### src/rtl/seq_signed_divider_if.sv
// Request/response bundle for the iterative signed divider.
interface seq_signed_divider_if #(
  parameter int WIDTH = 32
);
  logic                 start;
  logic [2*WIDTH-1:0]   dividend;
  logic [WIDTH-1:0]     divisor;
  logic [WIDTH-1:0]     quotient;
  logic [WIDTH-1:0]     remainder;
  logic                 busy;
  logic                 done;
  logic                 div_by_zero;
  logic                 overflow;

  modport master (
    output start, dividend, divisor,
    input  quotient, remainder, busy, done, div_by_zero, overflow
  );

  modport slave (
    input  start, dividend, divisor,
    output quotient, remainder, busy, done, div_by_zero, overflow
  );
endinterface

### src/rtl/seq_signed_divider.sv
// Iterative 2W/W signed divider: restoring division on magnitudes, one quotient
// bit per clock, signs and saturation applied in a final fix-up cycle.
module seq_signed_divider #(
  parameter int WIDTH = 32
) (
  input  logic                 clk,
  input  logic                 rst,
  seq_signed_divider_if.slave  io
);
  localparam int CW = $clog2(2*WIDTH);

  typedef enum logic [1:0] {IDLE, CALC, FIX, ZERO} state_t;
  state_t state, state_nxt;

  logic [CW-1:0]        cnt;
  logic [WIDTH:0]       pr;
  logic [2*WIDTH-1:0]   dq;
  logic [WIDTH-1:0]     dvs;
  logic                 neg_q, neg_r;

  logic [WIDTH-1:0]     quotient_q, remainder_q;
  logic                 busy_q, done_q, dbz_q, ovf_q;

  logic                 last;
  logic [WIDTH:0]       shifted;
  logic [WIDTH+1:0]     trial;
  logic                 take;
  logic [2*WIDTH-1:0]   dividend_abs;
  logic [WIDTH-1:0]     divisor_abs;
  logic [2*WIDTH-1:0]   lim_neg, lim_pos;
  logic                 q_ovf;
  logic [WIDTH-1:0]     q_signed, r_signed, lo_signed;

  assign last = (cnt == CW'(2*WIDTH-1));

  // Most-negative inputs negate to themselves, which reads correctly as unsigned.
  assign dividend_abs = io.dividend[2*WIDTH-1] ? -io.dividend : io.dividend;
  assign divisor_abs  = io.divisor[WIDTH-1]    ? -io.divisor  : io.divisor;

  // Partial remainder stays below |divisor| <= 2^(WIDTH-1), so its top bit is free.
  assign shifted = {pr[WIDTH-1:0], dq[2*WIDTH-1]};
  assign trial   = {1'b0, shifted} - {2'b00, dvs};
  assign take    = ~trial[WIDTH+1];

  assign lim_neg  = {{WIDTH{1'b0}}, 1'b1, {(WIDTH-1){1'b0}}};
  assign lim_pos  = lim_neg - 1'b1;
  assign q_ovf    = neg_q ? (dq > lim_neg) : (dq > lim_pos);
  assign q_signed = neg_q ? -dq[WIDTH-1:0] : dq[WIDTH-1:0];
  assign r_signed = neg_r ? -pr[WIDTH-1:0] : pr[WIDTH-1:0];
  // In ZERO the magnitude register is untouched; re-signing it recovers the raw low bits.
  assign lo_signed = neg_r ? -dq[WIDTH-1:0] : dq[WIDTH-1:0];

  always_comb begin
    state_nxt = state;
    case (state)
      IDLE: if (io.start) state_nxt = (io.divisor == '0) ? ZERO : CALC;
      CALC: if (last)     state_nxt = FIX;
      FIX:                state_nxt = IDLE;
      ZERO:               state_nxt = IDLE;
      default:            state_nxt = IDLE;
    endcase
  end

  always_ff @(posedge clk) begin
    if (rst) begin
      state       <= IDLE;
      cnt         <= '0;
      pr          <= '0;
      dq          <= '0;
      dvs         <= '0;
      neg_q       <= 1'b0;
      neg_r       <= 1'b0;
      quotient_q  <= '0;
      remainder_q <= '0;
      busy_q      <= 1'b0;
      done_q      <= 1'b0;
      dbz_q       <= 1'b0;
      ovf_q       <= 1'b0;
    end else begin
      state  <= state_nxt;
      done_q <= 1'b0;
      case (state)
        IDLE: if (io.start) begin
          dq     <= dividend_abs;
          dvs    <= divisor_abs;
          pr     <= '0;
          neg_q  <= io.dividend[2*WIDTH-1] ^ io.divisor[WIDTH-1];
          neg_r  <= io.dividend[2*WIDTH-1];
          cnt    <= '0;
          busy_q <= 1'b1;
          dbz_q  <= 1'b0;
          ovf_q  <= 1'b0;
        end
        CALC: begin
          pr  <= take ? trial[WIDTH:0] : shifted;
          dq  <= {dq[2*WIDTH-2:0], take};
          cnt <= cnt + 1'b1;
        end
        FIX: begin
          busy_q <= 1'b0;
          done_q <= 1'b1;
          ovf_q  <= q_ovf;
          if (q_ovf) begin
            quotient_q  <= neg_q ? {1'b1, {(WIDTH-1){1'b0}}} : {1'b0, {(WIDTH-1){1'b1}}};
            remainder_q <= '0;
          end else begin
            quotient_q  <= q_signed;
            remainder_q <= r_signed;
          end
        end
        ZERO: begin
          busy_q      <= 1'b0;
          done_q      <= 1'b1;
          dbz_q       <= 1'b1;
          quotient_q  <= '1;
          remainder_q <= lo_signed;
        end
        default: ;
      endcase
    end
  end

  assign io.quotient    = quotient_q;
  assign io.remainder   = remainder_q;
  assign io.busy        = busy_q;
  assign io.done        = done_q;
  assign io.div_by_zero = dbz_q;
  assign io.overflow    = ovf_q;
endmodule

### src/flat_wrapper.sv
// flat-port wrapper written by rule: the top's interface ports become plain ports
module seq_signed_divider_flat 
#(
  parameter int WIDTH = 32
)
  (clk, rst, io_start, io_dividend, io_divisor, io_quotient, io_remainder, io_busy, io_done, io_div_by_zero, io_overflow);
  seq_signed_divider_if #(.WIDTH(WIDTH)) io_i ();
  input  logic clk;
  input  logic rst;
  input wire logic [$bits(io_i.start)-1:0] io_start;
  input wire logic [$bits(io_i.dividend)-1:0] io_dividend;
  input wire logic [$bits(io_i.divisor)-1:0] io_divisor;
  output wire logic [$bits(io_i.quotient)-1:0] io_quotient;
  output wire logic [$bits(io_i.remainder)-1:0] io_remainder;
  output wire logic [$bits(io_i.busy)-1:0] io_busy;
  output wire logic [$bits(io_i.done)-1:0] io_done;
  output wire logic [$bits(io_i.div_by_zero)-1:0] io_div_by_zero;
  output wire logic [$bits(io_i.overflow)-1:0] io_overflow;
  assign io_i.start = io_start;
  assign io_i.dividend = io_dividend;
  assign io_i.divisor = io_divisor;
  assign io_quotient = io_i.quotient;
  assign io_remainder = io_i.remainder;
  assign io_busy = io_i.busy;
  assign io_done = io_i.done;
  assign io_div_by_zero = io_i.div_by_zero;
  assign io_overflow = io_i.overflow;
  seq_signed_divider #(.WIDTH(WIDTH)) u_core (.clk(clk), .rst(rst), .io(io_i));
endmodule
### config.mk
export PLATFORM = sky130hd
export DESIGN_NAME = seq_signed_divider_flat
export DESIGN_NICKNAME = d
export VERILOG_FILES = /design/src/rtl/seq_signed_divider_if.sv /design/src/rtl/seq_signed_divider.sv /design/src/flat_wrapper.sv
export SDC_FILE = /design/constraint.sdc
export NUM_CORES = 1
export LEC_CHECK = 0
export BUFFER_PORTS_ARGS = -buffer_cell sky130_fd_sc_hd__buf_4
export CORE_ASPECT_RATIO = 0.75
export CORE_UTILIZATION = 59
export DETAILED_ROUTE_END_ITERATION = 10
export PLACE_DENSITY = 0.84
export SYNTH_ARGS = -nofsm -noshare
export SYNTH_HDL_FRONTEND = slang
export SYNTH_SLANG_ARGS = --single-unit
### constraint.sdc
create_clock -name clk -period 4.1 [get_ports clk]
set_input_delay 0.82 -clock clk [delete_from_list [all_inputs] [get_ports clk]]
set_output_delay 0.82 -clock clk [all_outputs]
set_load 0.02 [all_outputs]
=== Yosys cells after proc, flatten, opt, wreduce, memory -nomap -nowiden ===
Cells that the tools add are included.

* $add $sub $neg: 6
* $lt $le $gt $ge: 2
* Equal/unequal tests: 6
* Muxes and demuxes: 28
* Bitwise logic cells: 2
* Reduce and logical (&&, ||, !) cells: 14

{| class="wikitable"
|+ Operators by type and width
! operator !! number
|-
| 2-to-1 mux 32 bit || 9
|-
| one-hot mux 32 bit (2 select lines) || 3
|-
| 2-to-1 mux 64 bit || 2
|-
| one-hot mux 64 bit (2 select lines) || 1
|-
| negation 32 bit || 3
|-
| > comparator 64 x 31 -> 1 bit, second input constant || 1
|-
| > comparator 64 x 32 -> 1 bit, second input constant || 1
|-
| negation 64 bit || 1
|-
| subtractor 33 x 32 -> 34 bit || 1
|-
| logical NOT 32 bit || 1
|-
| one-hot mux 6 bit (2 select lines) || 1
|-
| AND reduction 2 bit || 6
|-
| nonzero test 2 bit || 5
|-
| adder 6 x 1 -> 6 bit, second input constant || 1
|-
| equality test 6 bit, second input constant || 1
|-
| 2-to-1 mux 2 bit || 3
|-
| 2-to-1 mux 6 bit || 1
|-
| one-hot mux 1 bit (2 select lines) || 3
|-
| one-hot mux 2 bit (3 select lines) || 1
|-
| equality test 2 bit, second input constant || 2
|-
| 2-to-1 mux 1 bit || 4
|-
| equality test 2 x 1 -> 1 bit, second input constant || 1
|-
| logical NOT 2 bit || 1
|-
| inequality test 2 x 1 -> 1 bit, second input constant || 1
|-
| other kinds (4) || 4
|}

* Flip-flop bits (word level): 206
* Input bits: 99
* Output and inout port bits: 68
* Word-level logic and storage cells: 71

=== Depth between registers and ports, before layout ===
Gate-level depths: netlist of run 1.

* Depth in word-level cells: 4
* Mapped depth: 13
* Mapped depth without buffers: 11

=== Least setup slack after synthesis of run 1 ===
Ideal clock, no wire load.

* Path kind: input to register
* Start point: input port io_divisor[14]
* End point: register u_core.dvs[27]
* Library setup time: 0.086 ns
* Arrival: 3.188 ns
* Data required time: 4.014 ns
* Path slack: 0.826 ns
* Stages: 7
* Buffers on the path: 0
* Cell sequence: or4_1 -> nor4_1 -> or3b_2 -> or4_1 -> o41ai_1 -> xor2_1 -> a211oi_1

* Longest elaborated chain between the ends: 2

{| class="wikitable"
|+ RTL lines
! item !! line !! source
|-
| start, declared || flat_wrapper.sv:12 || <nowiki>input wire logic [$bits(io_i.divisor)-1:0] io_divisor;</nowiki>
|-
| negation 32 bit || seq_signed_divider.sv:38 || <nowiki>assign divisor_abs = io.divisor[WIDTH-1] ? -io.divisor : io.divisor;</nowiki>
|-
| 2-to-1 mux 32 bit || seq_signed_divider.sv:38 ||
|-
| end signal, assigned || seq_signed_divider.sv:85 || <nowiki>dvs <= divisor_abs;</nowiki>
|-
| end, declared || seq_signed_divider.sv:18 || <nowiki>logic [WIDTH-1:0] dvs;</nowiki>
|}

Every way passes these cells.
A chain may end at the register's enable or synchronous reset.

=== Final worst setup path of run 1 ===
* Start point: register u_core.dq[0]
* End point: register u_core.remainder_q[18], in the netlist u_core.io.remainder[18]

* Longest elaborated chain between the ends: 4
* Elaborated cells between the ends (all ways): 7
* Classes of those cells: 1 x add/sub; 2 x order compare; 4 x mux

{| class="wikitable"
|+ RTL lines
! item !! line !! source
|-
| start, declared || seq_signed_divider.sv:17 || <nowiki>logic [2*WIDTH-1:0] dq;</nowiki>
|-
| start signal, assigned || seq_signed_divider.sv:84 || <nowiki>dq <= dividend_abs;</nowiki>
|-
| start signal, assigned || seq_signed_divider.sv:96 || <nowiki>dq <= {dq[2*WIDTH-2:0], take};</nowiki>
|-
| > comparator 64 x 31 -> 1 bit or > comparator 64 x 32 -> 1 bit (tied branches) || seq_signed_divider.sv:47 || <nowiki>assign q_ovf = neg_q ? (dq > lim_neg) : (dq > lim_pos);</nowiki>
|-
| 2-to-1 mux 1 bit || seq_signed_divider.sv:47 ||
|-
| 2-to-1 mux 32 bit || seq_signed_divider.sv:103 || <nowiki>if (q_ovf) begin</nowiki>
|-
| one-hot mux 32 bit (2 select lines) * || seq_signed_divider.sv:82 || <nowiki>case (state)</nowiki>
|-
| end signal, assigned || seq_signed_divider.sv:108 || <nowiki>remainder_q <= r_signed;</nowiki>
|-
| end signal, assigned || seq_signed_divider.sv:116 || <nowiki>remainder_q <= lo_signed;</nowiki>
|-
| end, declared || seq_signed_divider.sv:21 || <nowiki>logic [WIDTH-1:0] quotient_q, remainder_q;</nowiki>
|}

Mark *: on every way between the ends. The rest lies on a longest branch, timed or not.

==> results of run 1 <==
-- cell families (layout without fill, tap and decap cells) --
kind of cell | after synthesis | in the layout | synth area share (%)
xor gates and xnor gates | 207 | 207 | 13.4
and+or+nand+nor | 605 | 605 | 21.0
AOI/OAI and AO/OA | 484 | 484 | 23.9
muxes | 29 | 29 | 2.17
buffers and inverters | 186 | 281 | 5.28
DFF | 206 | 206 | 30.6
adders and majority gates | 38 | 38 | 3.58
-- metrics by stage --
step / instances / hold WS (ns) / area [um2]
final: 2144 / 0.490 / 15500
after CTS: 2144 / 0.491 / 15500
after detailed placement: 2106 / 0.480 / 14800
after global placement: 2106 / 0.466 / 14800
after floorplan: 1755 / 0.441 / 13500
after global routing: 2144 / 0.508 / 15500
-- per-layer routing --
layer / vias up / track usage (%) / routed length [um] / share of wire, %
met4: 0 / 8.67 / 1010 / 2.5
met5: - / 0 / 0 / 0
li1: 6448 / - / - / -
met2: 745 / 48.7 / 16600 / 42
met1: 6401 / 50.1 / 17700 / 44
met3: 75 / 6.01 / 4500 / 11
-- Yosys cell counts, types with 4 or more instances --
library cell / instances / area, um2
dfxtp_1: 206 / 4120
nand2_1: 201 / 754
nor2_1: 175 / 657
xnor2_1: 129 / 1130
a21oi_1: 114 / 571
o21ai_0: 106 / 531
clkbuf_1: 103 / 387
xor2_1: 78 / 683
inv_1: 54 / 203
a22oi_1: 53 / 398
nor3_1: 49 / 245
o31ai_1: 49 / 368
ha_1: 37 / 463
a211oi_1: 35 / 263
or3_1: 32 / 200
mux2i_1: 27 / 270
nor4_1: 23 / 144
o41ai_1: 22 / 193
buf_1: 21 / 78.8
a222oi_1: 19 / 190
or4_1: 19 / 143
nor2b_1: 18 / 113
nand2b_1: 17 / 106
nand3_1: 16 / 80.1
or2_2: 13 / 81.3
nand4_1: 12 / 75.1
a21o_1: 10 / 75.1
o211ai_1: 9 / 67.6
and2_1: 8 / 50.1
a311oi_1: 7 / 61.3
o22ai_1: 7 / 43.8
o21a_1: 6 / 45.0
a31oi_1: 5 / 31.3
buf_2: 5 / 25.0
a221oi_1: 4 / 35.0
a32oi_1: 4 / 35.0
and3_1: 4 / 25.0
o21bai_1: 4 / 30.0
o31a_1: 4 / 35.0
-- sequential cells by signal, summed over array words and instances (netlist names), 2 cells and up --
signal / cells
u_core.state: 2
u_core.io.quotient: 32
u_core.pr: 32
u_core.io.remainder: 32
u_core.dq: 64
u_core.cnt: 6
u_core.dvs: 32
-- critical path: cells and delay by family (launching register included) --
kind / cells / cell delay (ns)
AND/OR/NAND/NOR: 6 / 2.03
adder cells (fa/ha/maj): 1 / 0.19
buffers and inverters: 2 / 0.44
flip-flops: 1 / 0.37
AO/OA/AOI/OAI: 2 / 0.55
-- how the worst max path moves through the flow --
| stage | slack [ns] | cells past startpoint | to |
|---|---|---|---|
| finish | 0.43 | 11 | u_core.io.remainder[18] |
| global route | 0.14 | 11 | u_core.io.remainder[18] |
| CTS | 0.55 | 11 | u_core.io.remainder[18] |
| detailed placement | 0.48 | 9 | u_core.dvs[27] |
| global placement | 0.53 | 8 | u_core.dvs[27] |
| floorplan | 0.83 | 7 | u_core.dvs[27] |
-- cell type report --
cell class / instances / area [um2] / share of cell area (%)
Clock buffer: 27 / 598 / 3.85
Clock inverter: 11 / 144 / 0.927
Inverter: 55 / 206 / 1.33
Multi-Input combinational cell: 1363 / 8670 / 55.9
Sequential cell: 206 / 4130 / 26.6
Tap cell: 294 / 368 / 2.37
Timing Repair Buffer: 188 / 1410 / 9.09
-- report_power, final --
part	switching [uW]	internal [uW]
logic	817	570
registers	177	2130
clock network	823	1230
total	1820	3930
==> reports/qor.yml, run 1 <==
run_status:
  status: "finished clean"
setup_path:
  crit_path_frequent_cell: "nand2_1"
  critPathSlowestCell: "or4b_1"
  path_class: "register to register"
  crit_chain: "inv_1, ha_1, or4b_1, nor4_1, nand3b_1, o41ai_1, nand2_1, nor3_4, buf_4, nand2_1, a21oi_1"
  cp-end-kind: "register"
  cpPeakStageDelay_ns: 0.54
  crit_start: "u_core.dq[0]"
  crit_required_ns: 4.52
  cp.arrival_ns: 4.09
  rrSetupSlack_ns: 0.43
  worst_setup_path_start_kind: "register"
  worstRegToRegCells: 11
  regToRegEndpoint: "u_core.io.remainder[18]"
  crit_fanout: 31
  regToRegStartpoint: "u_core.dq[0]"
floorplanning:
  fp.dieW_um: 177
  die-area_um2: 23500
  core-area_um2: 22200
  initial_core_util_pct: 60.6
  fp-row-count: 47
  fp.dieH_um: 133
  ioPinCount: 167
route:
  vias: 13700
  drc: 0
  dr.first_iter.drc_count: 1492
  antenna_left: 0
  first_pass_iters: 8
  detail_route.wirelength_mm: 39.8
  viasPerCell: 6.38
  wl_per_cell_um: 18.6
global_routing:
  overflow: 0
  antenna_found_initial: 0
  grt_usage_pct: 33.4
  grt_max_degree: 107
  grt_pass1_vias: 12100
  grt_first_pass_wirelength_mm: 63.5
cts:
  cts_sinks: 206
  clock_path_buffers: 3
  clk_pin_slew_ns: 0.06
  ctsHoldBuffers: 0
  cts_buffers: 21
  clockRootBuffer: "clkbuf_16"
  clkLatencyLatePin_ns: 0.51
  cts_tree: "yes"
  post_cts_resized: 0
  cts_setup_buffers: 0
  h-tree-depth: 1
cells_and_area:
  final_cell_mix: "dfxtp_1, nand2_1, buf_4, nor2_1, xnor2_1"
  area_delta_synth_final_pct: 15.2
  final_common_cell: "dfxtp_1"
  n_fill_cell: 1785
  fin_util_pct: 69.8
  drive_gt1_share_pct: 13.8
  diodes: 0
  final_nets: 1972
sta:
  maxSlewHeadroom_pct: 14.3
  fmax_mhz: 272
  drv_slew: 0
  hold_viol: 0
  fin_skew_ns: 0.00738
  fin_crit_ns: 3.67
  fin_crit_sh_pct: 89.6
  fin_ws_ns: 0.426
  setup_violations: 0
  tightest_slew_ns: 1.28
  grt_setup_unrepaired: "no"
  finalSetupTns_ns: 0
yosys:
  synth_area_um2: 13500
  yosysSeqAreaShare_pct: 30.6
  yosys_register_bits: 206
  ys_types: 71
  ys.flop_type: "dfxtp_1"
  synth_edf_count: 0
  yosysWarningCount: 0
  synth_nets: 1892
  avgSynthCellArea_um2: 7.68
  synthCells: 1755
  async_flop_share_pct: 0
place:
  hpwl_mm: 29.1
  gp_congestion: 0.950
  post-place-ws_ns: 0.478
  port_buffers: 166
job:
  drv_cap: 0
power_and_ir_drop:
  power.leakage_uw: 0.00604
  p_total_uw: 5740
  power_density_nw_per_um2: 370
  ir_worst_vdd_mv: 0.287
worst_hold_path:
  hold_path_depth: 2
  hold_end: "u_core.dvs[0]"
  min_from: "u_core.dvs[0]"
  min_path_type: "register to register"
Note: power is estimated with default switching activity, not from simulation.
==> run 2, diff against run 1 <==
- ABC_CLOCK_PERIOD_IN_PS: default -> 4100
- CORE_UTILIZATION: 59 -> 50
- PLACE_DENSITY: 0.84 -> 0.73
==> run 2 against run 1 <==
  * Clock skew up 0.016 ns
  * Worst setup slack better by 0.13 ns
  * Non-clock buffer count fell by 2
  * Critical path depth is the same
  * Sequential share of layout area is 0.12 points lower
  * Worst hold slack worse by 0.0022 ns
  * Wire length increased by 1.1%
  * Combinational power about the same
  * Cell count up 2.4%
  * Utilization shrank 10 points
  * Power grew 1.1%
  * Register-to-register slack improved by 0.13 ns
  * Largest cell class unchanged
==> reports/qor.yml, run 2 (same netlist as run 1, synthesis figures left out) <==
place:
  port_buffers: 166
  post-place-ws_ns: 0.437
  hpwl_mm: 29.9
  gp_congestion: 0.934
power_and_ir_drop:
  p_sw_uw: 1840
  p_sw_share_pct: 31.7
  power.leakage_uw: 0.00603
  p_int_uw: 3960
  power_frac_seq_pct: 39.8
  clkPwrFrac_pct: 36.4
  power_density_nw_per_um2: 372
  comb_power_share_pct: 23.8
  ir_worst_vdd_mv: 0.267
sta:
  maxSlewHeadroom_pct: 18.3
  tightest_slew_ns: 1.23
  fin_crit_sh_pct: 86.5
  holdWs_ns: 0.488
  grt_setup_unrepaired: "no"
  fmax_mhz: 282
  fin_ws_ns: 0.552
  fin_skew_ns: 0.0232
  finalSetupTns_ns: 0
  setup_violations: 0
  fin_crit_ns: 3.55
  hold_viol: 0
  drv_slew: 0
run_status:
  status: "finished clean"
cts:
  clk_pin_slew_ns: 0.06
  cts_sinks: 206
  post_cts_resized: 0
  cts_buffers: 23
  cts_tree: "yes"
  clock_path_buffers: 3
  cts_setup_buffers: 0
  clkLatencyLatePin_ns: 0.52
  clockRootBuffer: "clkbuf_16"
  h-tree-depth: 1
  ctsHoldBuffers: 0
floorplanning:
  die-area_um2: 27600
  ioPinCount: 167
  fp.dieH_um: 144
  initial_core_util_pct: 51.4
  fp-row-count: 51
  fp.dieW_um: 192
  core-area_um2: 26200
global_routing:
  antenna_found_initial: 1
  overflow: 0
  grt_first_pass_wirelength_mm: 63.6
  grt_use_met1_pct: 44.1
  grt_max_degree: 79
  grt.busiest_layer: "met1"
  grt_pass1_vias: 11700
  grt_usage_pct: 28.7
  grt_util_met2_pct: 41.2
  use_met3_pct: 4.76
route:
  dr.first_iter.drc_count: 1213
  first_pass_iters: 9
  drc: 0
  antenna_left: 0
  detail_route.wirelength_mm: 40.2
  wl_per_cell_um: 18.3
  viasPerCell: 6.09
  vias: 13400
setup_path:
  critPathSlowestCell: "or4b_1"
  cp.arrival_ns: 3.99
  regToRegEndpoint: "u_core.io.remainder[27]"
  endpoint: "u_core.io.remainder[27]"
  cp_num_buf_inv: 2
  crit_chain: "inv_1, ha_1, or4b_1, nor4_1, nand3b_1, o41ai_1, nand2_1, nor3_4, buf_4, nand2_1, a31oi_1"
  cp.depth: 11
  crit_required_ns: 4.54
  cpPeakStageDelay_ns: 0.55
  crit_path_frequent_cell: "nand2_1"
  worst_setup_path_start_kind: "register"
  worstRegToRegCells: 11
  crit_start: "u_core.dq[0]"
  path_class: "register to register"
  rrSetupSlack_ns: 0.55
  crit_fanout: 32
  cp-end-kind: "register"
  regToRegStartpoint: "u_core.dq[0]"
  cpLargestDelayFamily: "simple AND/OR/NAND/NOR gates"
worst_hold_path:
  min_path_type: "register to register"
job:
  drv_cap: 0
cells_and_area:
  final_nets: 1972
  multiInputGateArea_um2: 8670
  ff_latch_area_um2: 4130
  final_common_cell: "dfxtp_1"
  top_register: "u_core.dq"
  final_cell_mix: "dfxtp_1, nand2_1, buf_4, nor2_1, xnor2_1"
  drive_gt1_share_pct: 13.7
  diodes: 0
  n_fill_cell: 2407
  area_delta_synth_final_pct: 15.7
  largest_reg_flops: 64
==> run 2: cell types whose count changed in the layout (fill, tap and decap cells not counted), moves of 2 or more <==
cell,before,now
clkbuf_1,1,5
inv_6,3,1
buf_4,188,186
clkbuf_8,5,2
clkbuf_16,21,23
==> run 2: power by group through the flow <==
stage	logic, uW	clock network (uW)	registers, uW
floorplan	998	0	2270
global placement	1340	0	2340
detailed placement	1360	0	2340
CTS	1370	2130	2300
global route	1520	2220	2320
finish	1380	2110	2310
==> run 2: per-layer routing <==
metal,share of wire (%),wire [um],vias up
met5,0.030,12,-
met4,1.8,705,2
li1,-,-,6454
met3,8.7,3500,48
met2,41,16600,551
met1,48,19500,6304
==> run 2: final cells by class <==
type | instances | share of cell area, %
Multi-Input combinational cell | 1363 | 55.6
Timing Repair Buffer | 186 | 8.95
Clock buffer | 30 | 3.99
Clock inverter | 11 | 0.899
Tap cell | 344 | 2.76
Sequential cell | 206 | 26.5
Inverter | 55 | 1.32
==> run 2: worst min-delay path, stage by stage (launching register included) <==
cell and delay, ns:
dfxtp_1 0.29, inv_1 0.08, a211oi_1 0.07
==> run 2: worst min-delay path by stage <==
| stage | startpoint | end | slack, ns | cells after the start |
|---|---|---|---|---|
| 5_1_grt | u_core.io.quotient[29] | u_core.io.quotient[29] | 0.51 | 2 |
| 4_1_cts | u_core.dvs[2] | u_core.dvs[2] | 0.49 | 2 |
| 3_3_place_gp | u_core.cnt[1] | u_core.cnt[1] | 0.47 | 2 |
| 2_1_floorplan | u_core.dvs[0] | u_core.dvs[0] | 0.44 | 2 |
| 6_report | u_core.dvs[2] | u_core.dvs[2] | 0.49 | 2 |
| 3_5_place_dp | u_core.dvs[2] | u_core.dvs[2] | 0.47 | 2 |
==> run 2: metrics by stage <==
step	total power (uW)	instance area, um2	utilization, %	std cells
after global routing	6060	15600	59.5	2195
after global placement	3680	14800	56.6	2154
after detailed placement	3700	14800	56.6	2154
after CTS	5800	15600	59.5	2195
after floorplan	3260	13500	-	1755
final	5810	15600	59.5	2195
